$ cat src/rtl/fetch_pkg.sv
// Shared types and constants for the BittyPro instruction fetch stage.
package fetch_pkg;

   localparam int INSTR_W = 16;
   localparam logic [INSTR_W-1:0] DEFAULT_HALT_WORD = 16'hFFFF;

   typedef enum logic [2:0] {
      ST_IDLE,
      ST_FETCH,
      ST_ISSUE,
      ST_WAIT,
      ST_HALT
   } fetch_state_t;

endpackage

$ cat src/rtl/instr_mem.sv
// Single-port 2^ADDR_W x 16 instruction store, synchronous write, registered read.
// Read data appears one cycle after the address; no backpressure, one access per cycle.
module instr_mem
   import fetch_pkg::*;
#(
   parameter int ADDR_W = 8
) (
   input  logic               clk,
   input  logic               we,
   input  logic [ADDR_W-1:0]  addr,
   input  logic [INSTR_W-1:0] wr_dat,
   output logic [INSTR_W-1:0] rd_dat
);

   logic [INSTR_W-1:0] mem [2**ADDR_W];

   // Contents deliberately survive reset so a program stays loaded across restarts.
   always_ff @(posedge clk) begin
      if (we) begin
         mem[addr] <= wr_dat;
      end
      rd_dat <= mem[addr];
   end

endmodule

$ cat src/rtl/instr_fetch.sv
// Fetch stage: loadable program memory plus PC, issuing one instruction per done pulse.
// Three edges from start/done to a valid instruction; the core stalls fetch by withholding done.
module instr_fetch
   import fetch_pkg::*;
#(
   parameter int                 ADDR_W    = 8,
   parameter logic [INSTR_W-1:0] HALT_WORD = DEFAULT_HALT_WORD
) (
   input  logic               clk,
   input  logic               reset,
   input  logic               start,
   input  logic               load_en,
   input  logic [ADDR_W-1:0]  load_addr,
   input  logic [INSTR_W-1:0] load_data,
   input  logic               done,
   input  logic               branch_en,
   input  logic [ADDR_W-1:0]  branch_addr,
   output logic [INSTR_W-1:0] instruction,
   output logic               instr_valid,
   output logic [ADDR_W-1:0]  pc,
   output logic               running,
   output logic               halted
);

   fetch_state_t       state;
   fetch_state_t       state_nxt;
   logic [ADDR_W-1:0]  pc_nxt;
   logic [INSTR_W-1:0] instr_nxt;
   logic [INSTR_W-1:0] rd_dat;
   logic [ADDR_W-1:0]  mem_addr;
   logic               load_ok;
   logic               mem_we;
   logic               rd_is_halt;

   // Loads only land while fetch is parked, so the single port never sees a read/write clash.
   assign load_ok    = (state == ST_IDLE) || (state == ST_HALT);
   assign mem_we     = load_en && load_ok;
   assign mem_addr   = mem_we ? load_addr : pc;
   assign rd_is_halt = (rd_dat == HALT_WORD);

   instr_mem #(
      .ADDR_W (ADDR_W)
   ) u_mem (
      .clk    (clk),
      .we     (mem_we),
      .addr   (mem_addr),
      .wr_dat (load_data),
      .rd_dat (rd_dat)
   );

   always_ff @(posedge clk or posedge reset) begin
      if (reset) begin
         state <= ST_IDLE;
      end else begin
         state <= state_nxt;
      end
   end

   always_comb begin
      state_nxt = state;
      case (state)
         ST_IDLE, ST_HALT: if (start) state_nxt = ST_FETCH;
         ST_FETCH:         state_nxt = ST_ISSUE;
         ST_ISSUE:         state_nxt = rd_is_halt ? ST_HALT : ST_WAIT;
         ST_WAIT:          if (done) state_nxt = ST_FETCH;
         default:          state_nxt = ST_IDLE;
      endcase
   end

   always_comb begin
      instr_valid = 1'b0;
      running     = 1'b0;
      halted      = 1'b0;
      case (state)
         ST_FETCH, ST_ISSUE: running = 1'b1;
         ST_WAIT: begin
            running     = 1'b1;
            instr_valid = 1'b1;
         end
         ST_HALT: halted = 1'b1;
         default: ;
      endcase
   end

   // A halt word leaves both PC and the instruction register untouched.
   always_comb begin
      pc_nxt    = pc;
      instr_nxt = instruction;
      case (state)
         ST_IDLE, ST_HALT: if (start) pc_nxt = '0;
         ST_ISSUE:         if (!rd_is_halt) instr_nxt = rd_dat;
         ST_WAIT:          if (done) pc_nxt = branch_en ? branch_addr : pc + ADDR_W'(1);
         default: ;
      endcase
   end

   always_ff @(posedge clk or posedge reset) begin
      if (reset) begin
         pc          <= '0;
         instruction <= '0;
      end else begin
         pc          <= pc_nxt;
         instruction <= instr_nxt;
      end
   end

endmodule

$ cat config.mk
export PLATFORM = sky130hd
export DESIGN_NAME = instr_fetch
export DESIGN_NICKNAME = d
export VERILOG_FILES = /design/src/rtl/fetch_pkg.sv /design/src/rtl/instr_mem.sv /design/src/rtl/instr_fetch.sv
export SDC_FILE = /design/constraint.sdc
export NUM_CORES = 2
export LEC_CHECK = 0
export CAP_MARGIN = 20
export CELL_PAD_IN_SITES_DETAIL_PLACEMENT = 1
export CELL_PAD_IN_SITES_GLOBAL_PLACEMENT = 1
export CORE_AREA = 2 2 457 798
export CTS_CLUSTER_SIZE = 40
export DETAILED_ROUTE_END_ITERATION = 10
export DIE_AREA = 0 0 459 800
export GPL_ROUTABILITY_DRIVEN = 1
export PLACE_DENSITY = 0.64
export SYNTH_ARGS = -nofsm -noshare
export SYNTH_HDL_FRONTEND = slang
export SYNTH_SLANG_ARGS = --single-unit
$ cat constraint.sdc
create_clock -name clk -period 4.41 [get_ports clk]
set_input_delay 0.882 -clock clk [delete_from_list [all_inputs] [get_ports clk]]
set_output_delay 0.882 -clock clk [all_outputs]
set_load 0.03 [all_outputs]
Word-level counts from Yosys, hierarchy flattened. Memories as Yosys holds them, arrays and structs flattened. A register that Yosys moved wholly into a read port is not among the register bits. Cells that the tools add are included.

Flip-flop bits (word level): 27. RAM bits: 4096. Output and inout port bits: 27. Logic and storage cells: 36. Bits in read-only memories: 0. Memories kept: 1. Bits in latches: 0.

Magnitude comparators: 0. Div/mod/pow operators: 0. Multiply operators: 0. Shift-type cells: 0. Reduce and logical (&&, ||, !) cells: 9. Bitwise logic cells: 1. $add $sub $neg: 1. Mux-type cells: 14. Eq/ne operators: 7.

Memories: u_mem.mem (depth 256, width 16, rd ports 1, clocked after memory_dff 1, write ports 1, line instr_mem.sv:15) `logic [INSTR_W-1:0] mem [2**ADDR_W];`.

Operator list (count): 8-bit two-way mux (4); 16-bit equality test (second input constant) (1); 8-bit one-hot mux with 2 select lines (1); 3-bit one-hot mux with 4 select lines (1); 3-bit two-way mux (3); 8-bit by 1-bit adder with 8-bit output (second input constant) (1); 3-bit by 2-bit equality test with 1-bit output (second input constant) (2); 1-bit two-way mux (5); 2-bit != test (second input constant) (2); 2-bit AND reduction (2); 3-bit by 1-bit equality test with 1-bit output (second input constant) (1); 3-bit equality test (second input constant) (1); 3-bit logical NOT (1); 3-bit AND reduction (1); 3-bit OR reduction (1); 2-bit nonzero test (1); 2-bit OR reduction (1); 1-bit logical AND (1); 1-bit logical OR (1); 1-bit inverter (1).

Depth between registers and ports, before layout.
Depth in word-level cells: 5. Gate-level depth with buffers: 15.

By module. From an unflattened synthesis, not the netlist that was laid out.

Cell total of the unflattened synthesis: 6858. Area total of the unflattened synthesis: 156854.2 µm².

By module, submodules not included: instr_mem (times used 1, area each 155399.0 µm², cells each 6727); instr_fetch (times used 1, area each 1455.1 µm², cells each 131).

Worst setup path after synthesis. OpenSTA, ideal clock, no wires.

Path kind: input to register. Start: input port load_en. End: memory u_mem.mem[64][0] (enable). Path buffers: 7. Arrival time: 3499 ps. Data required time: 4022 ps. Stages: 12. Path slack: 522 ps. Cell sequence: or3b_1 > buf_6 > a21o_1 > buf_6 > buf_6 > buf_4 > buf_2 > buf_2 > nor2_1 > nand2_1 > buf_2 > nor2_1.

Cells in the longest elaborated chain, start to end: 3.

RTL lines: start, declared (line instr_fetch.sv:12) `input logic load_en,`; 1-bit logical AND * (line instr_fetch.sv:37) `assign mem_we = load_en && load_ok;`; 1-bit two-way mux (line instr_mem.sv:19) `if (we) begin`; 1-bit two-way mux (implied by the code) (line instr_mem.sv:20) `mem[addr] <= wr_dat;`; end, declared (line instr_mem.sv:15).

Mark *: on every way between the ends. The rest lies on a longest branch, timed or not.

Worst setup path in the final report.
Start: input port load_en. End: register u_mem.rd_dat[4] (read register of u_mem.mem).

Cells in the longest elaborated chain, start to end: 2.

RTL lines: 1-bit logical AND (line instr_fetch.sv:37); 8-bit two-way mux (line instr_fetch.sv:38) `assign mem_addr = mem_we ? load_addr : pc;`; end, declared (line instr_mem.sv:12) `output logic [INSTR_W-1:0] rd_dat`.

Every way passes these cells. A chain may end at the register's enable or synchronous reset.

==> impl_metrics.csv <==
group,metric,value,unit
outcome,status,"complete, but fails checks",
outcome,failed_checks,"negative setup slack",
layout,mostFrequentLayoutCells,"4096 x edfxtp_1, 2898 x nand2_1, 1323 x nand3_1",
clock_tree,clkSlewWorstSetupHoldPaths,60,ps
logic_synthesis,synth.yosys.seq_area_share,76.7,%
clock_tree,htreeDepth,5,
place,port_buffers,64,
timing,worstMarginPinSlew,1210,ps
layout,multi_input_area,0.0345,sq mm
logic_synthesis,syn-cell-area,0.162,sq mm
timing,period_needed,4420,ps
global_routing,grt_max_degree,117,
route,drt-total-wl,556000,um
layout,final_cell_count_no_fill,17330,
die,dieHeight,800,um
die,rows,292,
global_routing,antenna_found_initial,21,
setup_path,r2r_setup_slack,20,ps
logic_synthesis,synth_top_cell_area_share,76.1,%
timing,fmax,226,MHz
logic_synthesis,synth_seq_cells,4139,
route,drt-initial-drc-count,9523,
global_routing,first_global_vias,109882,
timing,worst_slack,-11.7,ps
clock_tree,worstSkewPairLatency,960,ps
hold_path,hold_path.class,"in -> async",
layout,seqCellArea,0.124,sq mm
clock_tree,clock-sinks,4139,
layout,final_util,53.5,%
route,ant_nets,0,
clock_tree,cts_tree,"yes",
setup_path,timing.reg2reg.worst_path_depth,14,
die,core_region_area,0.361,sq mm
route,drtPass1Iterations,6,
setup_path,end_kind,"flip-flop",
pwr,p_leak,65.5,nW
timing,fin_setup_tns,-11.7,ps
timing,relSlewSlack,19.2,%
logic_synthesis,synth_edf_count,4096,
route,vias,103731,
setup_path,worstPathRequired,5200,ps
layout,nFillCells,34435,
timing,rsz0062_at_grt,"false",
place,gp_congestion,0.935,
setup_path,arrival,5210,ps
logic_synthesis,synth_cell_types,62,
layout,area_growth,19.4,%
run,maxCapViolCount,0,
clock_tree,cts_made_buffers,379,
die,dieWidth,459,um
place,dp_hpwl,366000,um
logic_synthesis,ys_warn_count,0,
pwr,ir_drop,0.364,mV
layout,drive_above_1_share,17.4,%
logic_synthesis,synthArstFlopShare,0.652,%
timing,finalMaxSlewViolations,0,
logic_synthesis,syn_nets,11226,
global_routing,grt.overflow.total,0,
timing,finalHoldViolations,0,
route,drc,0,
logic_synthesis,ys.flop_type,"edfxtp_1",
clock_tree,cts_max_path_buffers,4,
layout,layout_commonest_cell,"edfxtp_1",
timing,min_period_over_period,100,%
route,wl_per_cell,32.1,um
logic_synthesis,synthCells,11187,
setup_path,cp_max_fo,28,
route,via_per_inst,5.99,
timing,setup_viol,1,
die,start_util,44.8,%
global_routing,grt_use_total,29.8,%
logic_synthesis,syn_avg_cell_area,14.4,sq um
die,die_area,0.367,sq mm
setup_path,critPathKind,"in -> reg",
logic_synthesis,synth_area_leader_cell,"edfxtp_1",
global_routing,grt_pass1_wl,789000,um
die,ios,65,
timing,skew,56.0,ps
setup_path,r2r-start,"state[0]",
layout,nets,12364,
logic_synthesis,synthTopCellsByArea,"edfxtp_1 76%, nand2_1 6.8%, nand3_1 4.1%",
clock_tree,cts_root_buf,"clkbuf_16",
setup_path,reg2reg_to,"u_mem.rd_dat[4]",
setup_path,start_kind,"primary input",
pwr,powerDensity,629,mW/mm^2
place,dp_cells,16647,
==> per-stage QoR <==
stage | setup slack, ps | power (mW) | hold WS (ps) | instance area [sq um]
6_report | -11.7 | 121 | 301 | 193000
3_3_place_gp | -2320 | 87.9 | 473 | 181000
4_1_cts | 5.13 | 122 | 307 | 193000
3_5_place_dp | -1490 | 88.7 | 495 | 181000
2_1_floorplan | 522 | 64.5 | 452 | 162000
5_1_grt | 15.7 | 125 | 315 | 193000
==> synth_stat cells, drive strengths merged, types with 16 or more instances <==
cell type and count:
o211ai 17, o2bb2ai 16, dfrtp 27, a2111oi 34, nand2 2919, mux4 99, o21ai 78, nand3 1327
o22ai 156, a311oi 46, dfxtp 16, mux2i 392, a221oi 64, edfxtp 4096, a32oi 256, mux2 20
a21oi 267, buf 508, a22oi 35, a31oi 178, clkbuf 219, nor2 298, and3 18
==> sequential cells by signal, summed over array words and instances (netlist names) <==
signal,count
u_mem.rd_dat,16
state,3
u_mem.mem,4096
pc,8
instruction,16
==> logic make-up after synthesis <==
| group | count (synthesis) | share of synthesized area, % |
|---|---|---|
| buffers and inverters | 730 | 2.26 |
| DFF | 4139 | 76.7 |
| and+or+nand+nor | 4620 | 11.9 |
| muxes | 511 | 3.97 |
| AOI/OAI and AO/OA | 1186 | 5.14 |
| adders and majority gates | 1 | 0.00774 |
==> per-layer routing <==
layer  GRT usage, %  part of all wire (%)  vias to the layer above
li1               -                     -                    44374
met1           34.0                    36                    54435
met2           52.7                    51                     3729
met3           3.72                   5.5                     1193
met4           19.5                   7.5                        0
met5              0                     0                        -
==> cell type report <==
| class | instances | area share (%) |
|---|---|---|
| Clock inverter | 216 | 1.07 |
| Tap cell | 4704 | 3.05 |
| Antenna cell | 15 | 0.0194 |
| Clock buffer | 451 | 5.12 |
| Timing Repair Buffer | 1484 | 8.66 |
| Sequential cell | 4139 | 64.2 |
| Inverter | 3 | 0.00583 |
| Multi-Input combinational cell | 6318 | 17.9 |
==> how the worst max path moves through the flow <==
stage | start | to | slack [ps] | depth (start not counted)
after global routing | state[0] | u_mem.rd_dat[4] | 20 | 14
after floorplan | load_en | u_mem.mem[64][0] | 520 | 12
final | load_en | u_mem.rd_dat[4] | -10 | 15
after global placement | load_en | u_mem.rd_dat[6] | -2320 | 14
after detailed placement | load_en | u_mem.rd_dat[4] | -1490 | 13
after CTS | state[0] | u_mem.rd_dat[15] | 5 | 13
==> critical path, stage by stage <==
cell             delay, ps
clkdlybuf4s50_1        700
buf_4                  200
nor4bb_2               240
buf_4                  190
a21o_4                 260
buf_12                 250
buf_4                  180
mux2i_1                250
o22ai_1                180
a311oi_4               660
buf_4                  220
a32oi_1                140
buf_4                  230
a311oi_4               460
a32oi_1                100
==> report_power, final <==
| group | total, mW | leakage, nW | switching [mW] | internal [mW] |
|---|---|---|---|---|
| clock | 32.8 | 5.82 | 14.8 | 18.0 |
| sequential | 43.9 | 37.3 | 0.412 | 43.5 |
| combinational | 44.7 | 22.4 | 29.1 | 15.6 |
| total | 121 | 65.5 | 44.3 | 77.1 |
==> what timing repair did <==
action / CTS / global route
pin swaps: 1 / 1
gates resized for setup: 37 / 4
setup endpoints to repair: 13 / 6
buffers inserted: 0 / 0
hold buffers: 0 / 0
endpoints found under the hold margin: 0 / 0
(Power assumes the default switching activity.)
